### src/rtl/aud_pkg.sv
// Shared audio-path definitions: pacer state encoding and default widths
// used by the pacer, the APB wrapper and the PWM modulator.
package aud_pkg;

  localparam int AUD_DATA_W = 8;
  localparam int AUD_DIV_W  = 16;

  typedef enum logic [1:0] {
    IDLE  = 2'd0,
    WAIT  = 2'd1,
    OFFER = 2'd2
  } pacer_state_t;

endpackage

### src/rtl/aud_sync_fifo.sv
// Single-clock sample FIFO with occupancy count and synchronous flush.
// Pushes into a full FIFO and pops from an empty one are ignored.
module aud_sync_fifo #(
  parameter  int DATA_W = 8,
  parameter  int DEPTH  = 16,
  localparam int PTR_W  = $clog2(DEPTH),
  localparam int LVL_W  = $clog2(DEPTH) + 1
) (
  input  logic              pclk_i,
  input  logic              prst_i,
  input  logic              flush_i,
  input  logic              push_i,
  input  logic [DATA_W-1:0] push_data_i,
  input  logic              pop_i,
  output logic [DATA_W-1:0] head_o,
  output logic [LVL_W-1:0]  level_o,
  output logic              full_o,
  output logic              empty_o
);

  logic [DATA_W-1:0] mem [DEPTH];
  logic [PTR_W-1:0]  wr_ptr_q;
  logic [PTR_W-1:0]  rd_ptr_q;
  logic [LVL_W-1:0]  level_q;
  logic              push_ok;
  logic              pop_ok;

  assign full_o  = (level_q == LVL_W'(DEPTH));
  assign empty_o = (level_q == '0);
  assign level_o = level_q;
  assign head_o  = mem[rd_ptr_q];

  // flush wins over any same-cycle push or pop
  assign push_ok = push_i && !full_o && !flush_i;
  assign pop_ok  = pop_i && !empty_o && !flush_i;

  always_ff @(posedge pclk_i) begin
    if (prst_i || flush_i) begin
      wr_ptr_q <= '0;
      rd_ptr_q <= '0;
      level_q  <= '0;
    end else begin
      if (push_ok) wr_ptr_q <= wr_ptr_q + PTR_W'(1);
      if (pop_ok)  rd_ptr_q <= rd_ptr_q + PTR_W'(1);
      case ({push_ok, pop_ok})
        2'b10:   level_q <= level_q + LVL_W'(1);
        2'b01:   level_q <= level_q - LVL_W'(1);
        default: level_q <= level_q;
      endcase
    end
  end

  always_ff @(posedge pclk_i) begin
    if (push_ok) mem[wr_ptr_q] <= push_data_i;
  end

endmodule

### src/rtl/aud_sample_pacer.sv
// Paces buffered PCM samples to the PWM modulator: one valid/ready offer per
// programmable sample period, with sticky underrun and late-consumer flags.
//
// state | meaning
// IDLE  | disabled, divider cleared, FIFO contents kept
// WAIT  | divider running, waiting for the next tick
// OFFER | head sample presented, waiting for smp_ready_i
module aud_sample_pacer
  import aud_pkg::*;
#(
  parameter  int DATA_W = AUD_DATA_W,
  parameter  int DEPTH  = 16,
  parameter  int DIV_W  = AUD_DIV_W,
  localparam int LVL_W  = $clog2(DEPTH) + 1
) (
  input  logic              pclk_i,
  input  logic              prst_i,
  input  logic              en_i,
  input  logic              flush_i,
  input  logic [DIV_W-1:0]  div_i,
  input  logic              wr_valid_i,
  input  logic [DATA_W-1:0] wr_data_i,
  output logic              wr_ready_o,
  output logic              smp_valid_o,
  output logic [DATA_W-1:0] smp_data_o,
  input  logic              smp_ready_i,
  output logic [LVL_W-1:0]  level_o,
  output logic              underrun_o,
  output logic              late_o,
  input  logic              flags_clr_i,
  output logic              busy_o
);

  pacer_state_t      state_q;
  pacer_state_t      state_d;
  logic [DIV_W-1:0]  cnt_q;
  logic [DATA_W-1:0] data_q;
  logic              underrun_q;
  logic              late_q;

  logic [DATA_W-1:0] fifo_head;
  logic              fifo_full;
  logic              fifo_empty;
  logic              tick;
  logic              hs;
  logic              load_data;
  logic              underrun_set;
  logic              late_set;

  aud_sync_fifo #(
    .DATA_W (DATA_W),
    .DEPTH  (DEPTH)
  ) u_fifo (
    .pclk_i      (pclk_i),
    .prst_i      (prst_i),
    .flush_i     (flush_i),
    .push_i      (wr_valid_i),
    .push_data_i (wr_data_i),
    .pop_i       (hs),
    .head_o      (fifo_head),
    .level_o     (level_o),
    .full_o      (fifo_full),
    .empty_o     (fifo_empty)
  );

  assign tick = en_i && (state_q != IDLE) && (cnt_q == '0);
  assign hs   = (state_q == OFFER) && smp_ready_i;

  always_comb begin
    state_d      = state_q;
    load_data    = 1'b0;
    underrun_set = 1'b0;
    late_set     = 1'b0;
    if (!en_i) begin
      state_d = IDLE;
    end else begin
      case (state_q)
        IDLE: state_d = WAIT;
        WAIT: begin
          // a tick coinciding with a flush neither offers nor flags
          if (tick && !flush_i) begin
            if (!fifo_empty) begin
              state_d   = OFFER;
              load_data = 1'b1;
            end else begin
              underrun_set = 1'b1;
            end
          end
        end
        OFFER: begin
          if (flush_i || hs) state_d = WAIT;
          else if (tick)     late_set = 1'b1;
        end
        default: state_d = IDLE;
      endcase
    end
  end

  always_ff @(posedge pclk_i) begin
    if (prst_i) state_q <= IDLE;
    else        state_q <= state_d;
  end

  always_ff @(posedge pclk_i) begin
    if (prst_i || !en_i)                    cnt_q <= '0;
    else if (state_q == IDLE || cnt_q == '0) cnt_q <= div_i;
    else                                    cnt_q <= cnt_q - DIV_W'(1);
  end

  always_ff @(posedge pclk_i) begin
    if (prst_i)         data_q <= '0;
    else if (load_data) data_q <= fifo_head;
  end

  // set beats a same-cycle clear
  always_ff @(posedge pclk_i) begin
    if (prst_i) begin
      underrun_q <= 1'b0;
      late_q     <= 1'b0;
    end else begin
      if (underrun_set)     underrun_q <= 1'b1;
      else if (flags_clr_i) underrun_q <= 1'b0;
      if (late_set)         late_q <= 1'b1;
      else if (flags_clr_i) late_q <= 1'b0;
    end
  end

  assign wr_ready_o  = !fifo_full;
  assign smp_valid_o = (state_q == OFFER);
  assign smp_data_o  = data_q;
  assign underrun_o  = underrun_q;
  assign late_o      = late_q;
  assign busy_o      = (state_q != IDLE);

endmodule

### config.mk
export PLATFORM = sky130hd
export DESIGN_NAME = aud_sample_pacer
export DESIGN_NICKNAME = d
export VERILOG_FILES = /design/src/rtl/aud_pkg.sv /design/src/rtl/aud_sync_fifo.sv /design/src/rtl/aud_sample_pacer.sv
export SDC_FILE = /design/constraint.sdc
export NUM_CORES = 1
export LEC_CHECK = 0
export BUFFER_PORTS_ARGS = -buffer_cell sky130_fd_sc_hd__buf_2
export CORE_MARGIN = 2
export CORE_UTILIZATION = 60
export DETAILED_ROUTE_END_ITERATION = 7
export MAX_ROUTING_LAYER = met4
export PLACE_DENSITY = 0.82
export SYNTH_ARGS = -nofsm -noshare
export SYNTH_HDL_FRONTEND = slang
export SYNTH_SLANG_ARGS = --single-unit
### constraint.sdc
create_clock -name pclk_i -period 6 [get_ports pclk_i]
set_clock_uncertainty 0.05 [all_clocks]
set_input_delay 0.3 -clock pclk_i [delete_from_list [all_inputs] [get_ports pclk_i]]
set_output_delay 0.3 -clock pclk_i [all_outputs]
set_load 0.01 [all_outputs]
==> run metrics <==
status=finished clean; Power Density=between 300 and 400 mW/mm^2; Initial Util=61.47%; RePlAce Congestion=~0.8; hold crit path type=input port to flip-flop; I/O Pins=49; detailed router's first-iteration violation count=293; Hold WS=about 0.062 ns; GRT Total Usage=between 20% and 30%; clk sinks=169; GR Overflow Total=0; register area=0.004666 sq mm; Post CTS Setup Buffer Count=0; Post-synth ARST share=0%; maxcap violations=0; Yosys cell types=49; register area share after synthesis=66.45%; Layout Nets=549; reg2reg end=u_fifo.level_o[4]; post-synthesis register bit count=169; min Tclk post-route=approximately 3.1 ns; DR vias=3,950; fillers=751; layout cells sized above 1=25.05%; clock-pin slew on the worst setup and hold paths=0.06 ns; row cnt=39; Worst Setup Start Kind=flip-flop; Pleak=2.663 nW; pin count of the biggest net entering global routing=31; cell area after synthesis=0.007019 sq mm; critical-path maximum fanout=7; worst vdd ir=between 300 and 400 uV; drt via density=5.967; clock tree buffer depth=2; Fmax=0.3203 GHz; Wirelength per Cell=19.68 microns; Post-Syn Instances=460; Final setup viols=0; initial antenna violation count=0; Area Overhead vs Synth=12.89%; area of the multi-input gates=around 0.0022 sq mm; chip height=112.2 microns; detailed-route DRC error count=0; vias in the first global route=3,977; hold_buf cts=0; core area=0.01142 sq mm; post-route clock period utilization=52.04%; Clock Root Buffer=clkbuf_16; n_diodes=0; Reg2Reg Setup Slack=2.88 ns; syn_area_per_cell=about 15 sq um; # port buffers=48; r2r worst-path depth=10; commonest non-fill, non-tap cells in the layout=edfxtp_1, nor2_1, buf_2; cts bufs inserted=17; Final ANT Viol Nets=0; final WL=13,030 microns; global-route wire length before repair=20,780 microns; first element of the critical path=u_fifo.level_o[0]; 1st-pass router iterations=5; worst path required time=~6.3 ns; crit end category=flip-flop; Ys Warns=0; Worst Path Arrival=3.42 ns; clock latency on the worst-skew pair=0.42 ns; H-Tree Depth=4; setup TNS=0 ns; Crit Path Class=flip-flop to flip-flop; detailed-placement wirelength estimate=8490 microns; CTS tree=done; worst r2r src=u_fifo.level_o[0]; crit path to=u_fifo.level_o[4]; unrepaired setup endpoints after global routing=no; final hold viol count=0; Worst slew margin=21.51%; DIE AREA=0.01258 sq mm; Net Count, Synth=slightly above 500; most common cell after layout, fill and taps aside=edfxtp_1; Pins Over Slew Limit=0; Worst-Margin Slew=1.168 ns; Resized cells post-CTS=0; die width=112.2 microns; number of synthesized flops with an enable pin=around 130; Synth Flop Type=edfxtp_1
==> per-stage QoR <==
| step | total power [mW] | area (sq um) | setup WS, ns | cells | util [%] |
|---|---|---|---|---|---|
| after floorplan | 1.365 | 7019 | 3.202 | 460 | - |
| after global placement | 1.396 | 7336 | 3.092 | 630 | 64.24 |
| after detailed placement | 1.400 | 7336 | 2.919 | 630 | 64.24 |
| after CTS | 2.471 | 7924 | 2.892 | 662 | 69.40 |
| after global routing | 2.534 | 7924 | 2.560 | 662 | 69.40 |
| final | 2.453 | 7924 | 2.878 | 662 | 69.40 |
==> metal layers <==
layer,vias up,global-route usage [%],routed length [microns]
li1,1859,-,-
met1,1966,28.47,5358
met2,112,36.39,6794
met3,13,5.454,665
met4,0,8.537,212
met5,-,-,0
==> logic make-up (layout without fill, tap and decap cells) <==
group,Yosys count,in the layout,share of synthesized area (%)
flops,169,169,66.45
fa+ha+maj,12,12,2.246
buf+inv,37,96,2.442
compound gates,68,68,6.970
simple gates,119,119,8.681
xor+xnor,19,19,2.371
mux,36,36,10.84
==> cells in the mapped netlist (3+ instances only) <==
| master | instances | area share [%] |
|---|---|---|
| edfxtp_1 | 128 | 55 |
| nor2_1 | 53 | 2.8 |
| dfxtp_1 | 41 | 12 |
| mux4_2 | 32 | 10 |
| nand2_1 | 24 | 1.3 |
| a21oi_1 | 18 | 1.3 |
| a22oi_1 | 16 | 1.7 |
| inv_1 | 14 | 0.75 |
| a211oi_1 | 12 | 1.3 |
| xnor2_1 | 12 | 1.5 |
| ha_1 | 11 | 2.0 |
| clkbuf_1 | 9 | 0.48 |
| a21o_2 | 7 | 0.87 |
| buf_1 | 7 | 0.37 |
| xor2_1 | 7 | 0.87 |
| nor2b_1 | 6 | 0.53 |
| nor3_1 | 6 | 0.43 |
| nand3_1 | 5 | 0.36 |
| mux2i_1 | 4 | 0.57 |
| nand2b_1 | 4 | 0.36 |
| a311oi_1 | 3 | 0.37 |
| buf_4 | 3 | 0.32 |
| nand4_1 | 3 | 0.27 |
| o31ai_1 | 3 | 0.32 |
==> state kept, by name, indices dropped and copies added (netlist names) <==
register,count
cnt_q,16
late_o,1
smp_data_o,8
state_q,2
u_fifo.level_o,5
u_fifo.mem,128
u_fifo.rd_ptr_q,4
u_fifo.wr_ptr_q,4
underrun_o,1
==> cell type report <==
class	instances	area share, %
sequential	169	58.88
multi-input combinational	254	27.55
clock buffer	18	5.416
timing repair buffer	50	3.221
tap	143	2.258
clock inverter	14	2.005
inverter	14	0.6632
==> worst max-delay path, stage by stage, from the launching register on <==
cell and delay, ns:
dfxtp_1 0.44, nor4_4 0.11, a211oi_1 0.64, inv_1 0.10, ha_1 0.27, ha_1 0.32, nor2b_1 0.15, o21ai_0 0.22
a21oi_1 0.12, or4_1 0.47, a21oi_1 0.15
==> power by group <==
part	switching, mW	total, mW	internal, mW
Combinational	0.0591	0.0984	0.0393
Clock	0.453	1.08	0.625
Sequential	0.0103	1.28	1.27
Total	0.522	2.45	1.93
==> worst min path at each step <==
| stage | start | to | slack [ns] | cells after the start |
|---|---|---|---|---|
| after global routing | div_i[0] | cnt_q[0] | 0.07 | 3 |
| after floorplan | wr_data_i[0] | u_fifo.mem[0][0] | 0.35 | 0 |
| after CTS | div_i[0] | cnt_q[0] | 0.05 | 3 |
| after detailed placement | smp_data_o[1] | smp_data_o[1] | 0.40 | 2 |
| after global placement | underrun_o | underrun_o | 0.39 | 2 |
| final | div_i[0] | cnt_q[0] | 0.06 | 3 |
Note: power is estimated with default switching activity, not from simulation.
